`src/rtl/sisa_pkg.sv`:
```
// rtl/sisa_pkg.sv - shared types and constants for the SISA writeback stage
package sisa_pkg;

  typedef enum logic [1:0] {
    WB_ALU  = 2'd0,
    WB_LOAD = 2'd1,
    WB_PC4  = 2'd2
  } wb_sel_e;

  typedef enum logic [1:0] {
    RUN    = 2'd0,
    DRAIN  = 2'd1,
    HALTED = 2'd2
  } wb_state_e;

  localparam logic [31:0] HALT_OPCODE  = 32'h0000_0001;
  localparam logic [31:0] INSTR_BUBBLE = 32'h0000_0000;

endpackage

```
`src/rtl/sisa_sat_counter.sv`:
```
// rtl/sisa_sat_counter.sv - saturating up-counter with clear and enable
module sisa_sat_counter #(
  parameter int W = 8
) (
  input  logic         clk,
  input  logic         reset,
  input  logic         clr,
  input  logic         en,
  output logic [W-1:0] cnt
);

  logic [W-1:0] cnt_q, cnt_d;

  always_comb begin
    cnt_d = cnt_q;
    if (clr) begin
      cnt_d = '0;
    end else if (en && (cnt_q != {W{1'b1}})) begin
      cnt_d = cnt_q + W'(1);
    end
  end

  always_ff @(posedge clk) begin
    if (reset) begin
      cnt_q <= '0;
    end else begin
      cnt_q <= cnt_d;
    end
  end

  assign cnt = cnt_q;

endmodule

```
`src/rtl/sisa_wb_stage.sv`:
```
// rtl/sisa_wb_stage.sv - MEM/WB register, writeback mux and halt drain FSM
// Optional retire counter and per-retire trace enabled by SISA_WB_TRACE_EN.
module sisa_wb_stage #(
  parameter int XLEN         = 32,
  parameter int NREGS        = 16,
  parameter int RW           = $clog2(NREGS),
  parameter int DRAIN_CYCLES = 4,
  parameter int CNT_W        = 32
) (
  input  logic            clk,
  input  logic            reset,
  input  logic            mem_valid,
  output logic            mem_ready,
  input  logic [31:0]     mem_instr,
  input  logic            mem_we,
  input  logic [RW-1:0]   mem_rd,
  input  logic [1:0]      mem_sel,
  input  logic [XLEN-1:0] mem_alu,
  input  logic [XLEN-1:0] mem_load,
  input  logic [XLEN-1:0] mem_pc4,
  output logic            rf_we,
  output logic [RW-1:0]   rf_waddr,
  output logic [XLEN-1:0] rf_wdata,
  output logic [31:0]     instr_wb,
  output logic            halted
`ifdef SISA_WB_TRACE_EN
  ,
  output logic [CNT_W-1:0] retire_cnt
`endif
);

  import sisa_pkg::*;

  localparam int DW = $clog2(DRAIN_CYCLES + 1);
  localparam logic [DW-1:0] DRAIN_LAST = DW'(DRAIN_CYCLES - 1);

  wb_state_e       state_q, state_d;
  logic            mem_ready_q, mem_ready_d;
  logic            halted_q, halted_d;
  logic            rf_we_q, rf_we_d;
  logic [RW-1:0]   rf_waddr_q, rf_waddr_d;
  logic [XLEN-1:0] rf_wdata_q, rf_wdata_d;
  logic [31:0]     instr_wb_q, instr_wb_d;
  logic            transfer, is_halt;
  logic [DW-1:0]   drain_cnt;

  always_comb begin
    transfer = mem_valid & mem_ready_q;
    is_halt  = transfer & (mem_instr == HALT_OPCODE);

    state_d = state_q;
    case (state_q)
      RUN:     if (is_halt) state_d = DRAIN;
      DRAIN:   if (drain_cnt == DRAIN_LAST) state_d = HALTED;
      HALTED:  state_d = HALTED;
      default: state_d = RUN;
    endcase

    mem_ready_d = (state_d == RUN);
    // halted trails entry into HALTED by one edge so it rises DRAIN_CYCLES+1 edges after the halt.
    halted_d    = (state_q == HALTED);

    rf_we_d    = transfer & mem_we & (mem_rd != '0) & ~is_halt;
    rf_waddr_d = mem_rd;
    case (mem_sel)
      WB_ALU:  rf_wdata_d = mem_alu;
      WB_LOAD: rf_wdata_d = mem_load;
      WB_PC4:  rf_wdata_d = mem_pc4;
      default: rf_wdata_d = '0;
    endcase
    instr_wb_d = transfer ? mem_instr : INSTR_BUBBLE;
  end

  always_ff @(posedge clk) begin
    if (reset) begin
      state_q     <= RUN;
      mem_ready_q <= 1'b1;
      halted_q    <= 1'b0;
      rf_we_q     <= 1'b0;
      rf_waddr_q  <= '0;
      rf_wdata_q  <= '0;
      instr_wb_q  <= INSTR_BUBBLE;
    end else begin
      state_q     <= state_d;
      mem_ready_q <= mem_ready_d;
      halted_q    <= halted_d;
      rf_we_q     <= rf_we_d;
      rf_waddr_q  <= rf_waddr_d;
      rf_wdata_q  <= rf_wdata_d;
      instr_wb_q  <= instr_wb_d;
    end
  end

  sisa_sat_counter #(.W(DW)) u_drain_cnt (
    .clk   (clk),
    .reset (reset),
    .clr   (is_halt),
    .en    (state_q == DRAIN),
    .cnt   (drain_cnt)
  );

`ifdef SISA_WB_TRACE_EN
  sisa_sat_counter #(.W(CNT_W)) u_retire_cnt (
    .clk   (clk),
    .reset (reset),
    .clr   (1'b0),
    .en    (transfer),
    .cnt   (retire_cnt)
  );

  always_ff @(posedge clk) begin
    if (!reset && transfer) $display("WB pc4=%h instr=%h", mem_pc4, mem_instr);
  end
`endif

  assign mem_ready = mem_ready_q;
  assign halted    = halted_q;
  assign rf_we     = rf_we_q;
  assign rf_waddr  = rf_waddr_q;
  assign rf_wdata  = rf_wdata_q;
  assign instr_wb  = instr_wb_q;

endmodule
```
`config.mk`:
```
export PLATFORM = sky130hd
export DESIGN_NAME = sisa_wb_stage
export DESIGN_NICKNAME = d
export VERILOG_FILES = /design/src/rtl/sisa_pkg.sv /design/src/rtl/sisa_sat_counter.sv /design/src/rtl/sisa_wb_stage.sv
export SDC_FILE = /design/constraint.sdc
export NUM_CORES = 1
export LEC_CHECK = 0
export ABC_CLOCK_PERIOD_IN_PS = 2200
export BUFFER_PORTS_ARGS = -buffer_cell sky130_fd_sc_hd__buf_2
export CAP_MARGIN = 20
export CORE_ASPECT_RATIO = 1.25
export CORE_MARGIN = 3
export CORE_UTILIZATION = 40
export DETAILED_ROUTE_END_ITERATION = 6
export PLACE_DENSITY = 0.79
export SYNTH_ARGS = -nofsm -noshare
export SYNTH_HDL_FRONTEND = slang
export SYNTH_SLANG_ARGS = --single-unit
```
`constraint.sdc`:
```
create_clock -name clk -period 2.2 [get_ports clk]
set_clock_uncertainty 0.1 [all_clocks]
set_input_delay 0.22 -clock clk [delete_from_list [all_inputs] [get_ports clk]]
set_output_delay 0.22 -clock clk [all_outputs]
set_load 0.01 [all_outputs]
```
==> impl_metrics.yaml <==
cts:
  cts.sinks: 76
  root_buffer: "clkbuf_8"
  cts_tree: "built"
  clkLatencyLatePin_ps: 340
  cts_setup_buffers: 0
  clockBufferDepth: 2
  cts_max_level: 3
  cts-resized-gates: 0
  cts_buffers: 9
  clk_pin_slew_worst_paths_ps: 80
job:
  max-cap-violations: 0
floorplanning:
  core_area_um2: 6690
  die_x_um: 81.0
  rows: 33
  io_pins: 209
  die-area_um2: 8080
  fp.dieH_um: 99.7
  start_util_pct: 42.0
synth:
  synthCells: 298
  ys_types: 27
  ys_ff_latch: 76
  ys_warn_count: 0
  synth_edf_count: 0
  async_flop_share_pct: 0
  syn_area_per_cell_um2: 9.43
  synth_nets: 439
  syn-cell-area_um2: 2810
  synth_ff_type: "dfxtp_1"
  ys_seq_area_share_pct: 54.1
timing:
  fin_setup_tns_ps: 0
  relSlewSlack_pct: 62.0
  fmax_ghz: 0.480
  final-max-slew-violation-count: 0
  hold_violations: 0
  period_share_pct: 94.6
  rsz0062_at_grt: "no"
  setup_violations: 0
  worst_pin_slew_ps: 568
  period_minus_slack_ps: 2080
final_layout:
  multi_input_area_um2: 1210
  nNetsFinal: 687
  synthToLayoutAreaGrowth_pct: 62.6
  fin_area_um2: 4570
  regArea_um2: 1520
  drive_gt1_share_pct: 42.6
  final_core_util_pct: 68.3
  antennaDiodeCount: 0
  nFillCells: 532
placement:
  dp_hpwl_mm: 6.54
  post_dp_cell_area_um2: 3950
  gp_congestion: 0.800
  numPortBuffers: 208
setup_path:
  worstSetupPathType: "in -> reg"
  cp.arrival_ps: 2240
  cp-start-kind: "input port"
  worst_ep_required_time_ps: 2360
  worstSetupEndpointType: "flop"
  critPathMaxFanout: 2
grt:
  grt_pass1_vias: 3175
  grt_max_degree: 33
  antenna_found_initial: 0
  grt_pass1_wl_mm: 14.5
  grt_overflow_total: 0
  grt_use_total_pct: 23.5
drt:
  met2_length_mm: 4.81
  drc: 0
  wl_per_cell_um: 14.7
  drtIter0Drc: 119
  highest_layer: "met4"
  viasPerCell: 4.78
  wl_met1_mm: 3.38
  wl_met3_um: 962
  ant_nets: 0
  via_count: 3052
  first_pass_iters: 7
  routed_wl_mm: 9.38
power_and_ir_drop:
  power_leakage_nw: 2.36
  power_density_nw_per_um2: 656
  finalPower_mw: 3.00
  ir_drop_mv: 0.464
hold_path:
  min_path_type: "in -> reg"
status:
  status: "finished, final reports clean"
## layout make-up
| cell class | instances | share of cell area [%] |
|---|---|---|
| clock buffer | 10 | 2.79 |
| clock inverter | 6 | 1.59 |
| inverter | 1 | 0.0821 |
| multi-input combinational | 201 | 26.5 |
| sequential | 76 | 33.3 |
| tap | 87 | 2.38 |
| timing repair buffer | 257 | 33.4 |
## metal layers
| layer | track usage (%) | up-vias |
|---|---|---|
| li1 | - | 1483 |
| met1 | 23.1 | 1365 |
| met2 | 44.5 | 179 |
| met3 | 8.61 | 25 |
| met4 | 7.41 | 0 |
| met5 | 0 | - |
## final timing paths
path / startpoint / to / slack [ps] / cells past startpoint
setup / recovery: mem_instr[4] / state_q[0]$_SDFF_PP0_ / 120 / 6
hold / removal: mem_load[9] / rf_wdata[9]$_SDFF_PP0_ / 10 / 3
setup reg to reg: u_drain_cnt.cnt[0]$_SDFFE_PP0P_ / u_drain_cnt.cnt[2]$_SDFFE_PP0P_ / 310 / 5
hold reg to reg: mem_ready$_SDFF_PP1_ / rf_we$_SDFF_PP0_ / 410 / 2
## logic make-up after synthesis
logic type                 Yosys count  share of synthesized area, %
and+or+nand+nor                    126                          22.2
buffers and inverters               21                          2.94
xor gates and xnor gates             1                         0.312
DFF                                 76                          54.1
muxes                               33                          11.7
adders and majority gates            3                          1.34
AOI/OAI and AO/OA                   38                          7.39
## worst max-delay path, stage by stage
cell,delay (ps)
dlygate4sd3_1,550
buf_2,130
nor4_1,390
nand4_1,200
or4_4,520
a211oi_2,230
## cell usage after synthesis (2+ instances only)
| library cell | n | share of area [%] |
|---|---|---|
| buf_2 | 3 | 0.53 |
| dfxtp_1 | 76 | 54 |
| nor3_1 | 4 | 0.71 |
| nand3b_1 | 2 | 0.53 |
| nor2b_1 | 5 | 1.1 |
| mux2i_1 | 33 | 12 |
| a21oi_1 | 34 | 6.1 |
| and2_1 | 30 | 6.7 |
| ha_1 | 3 | 1.3 |
| nand2_1 | 2 | 0.27 |
| nor2_1 | 68 | 9.1 |
| clkbuf_1 | 16 | 2.1 |
| nor4_1 | 7 | 1.6 |
| nand2b_1 | 2 | 0.44 |
## through the flow
stage / hold WS [ps] / setup WS [ps] / instances
after CTS: 0.301 / 142 / 636
after global placement: 339 / 360 / 580
final: 13.2 / 118 / 638
after detailed placement: 342 / 303 / 580
after floorplan: 242 / 553 / 298
after global routing: 3.21 / 66.2 / 638
## sequential cells by signal, indices dropped and copies added, names as in the netlist
| name | flops |
|---|---|
| rf_we | 1 |
| instr_wb | 32 |
| u_drain_cnt.cnt | 3 |
| halted | 1 |
| state_q | 2 |
| mem_ready | 1 |
| rf_waddr | 4 |
| rf_wdata | 32 |
## repair_timing
action                                  in CTS  in global routing
hold buffers                                40                  2
endpoints found under the hold margin       40                  2
endpoints found under the setup margin       0                  0
## report_power, final
| part | switching, mW | internal (mW) |
|---|---|---|
| registers | 0.0163 | 1.44 |
| logic | 0.226 | 0.258 |
| clock network | 0.523 | 0.536 |
| total | 0.766 | 2.23 |
## placed cells by master (no fill, tap or decap), drive strengths merged, types with 2 or more instances in the layout
master       instances
dfxtp               76
nand2b               2
inv                  3
nor2                68
nor3                 4
dlygate4sd3         42
a21oi               34
mux2i               33
buf                215
nor2b                5
nand2                2
clkbuf              10
clkinv               2
and2                31
nand3b               2
ha                   3
nor4                 8
No activity file was read; power rests on OpenSTA's default activity.
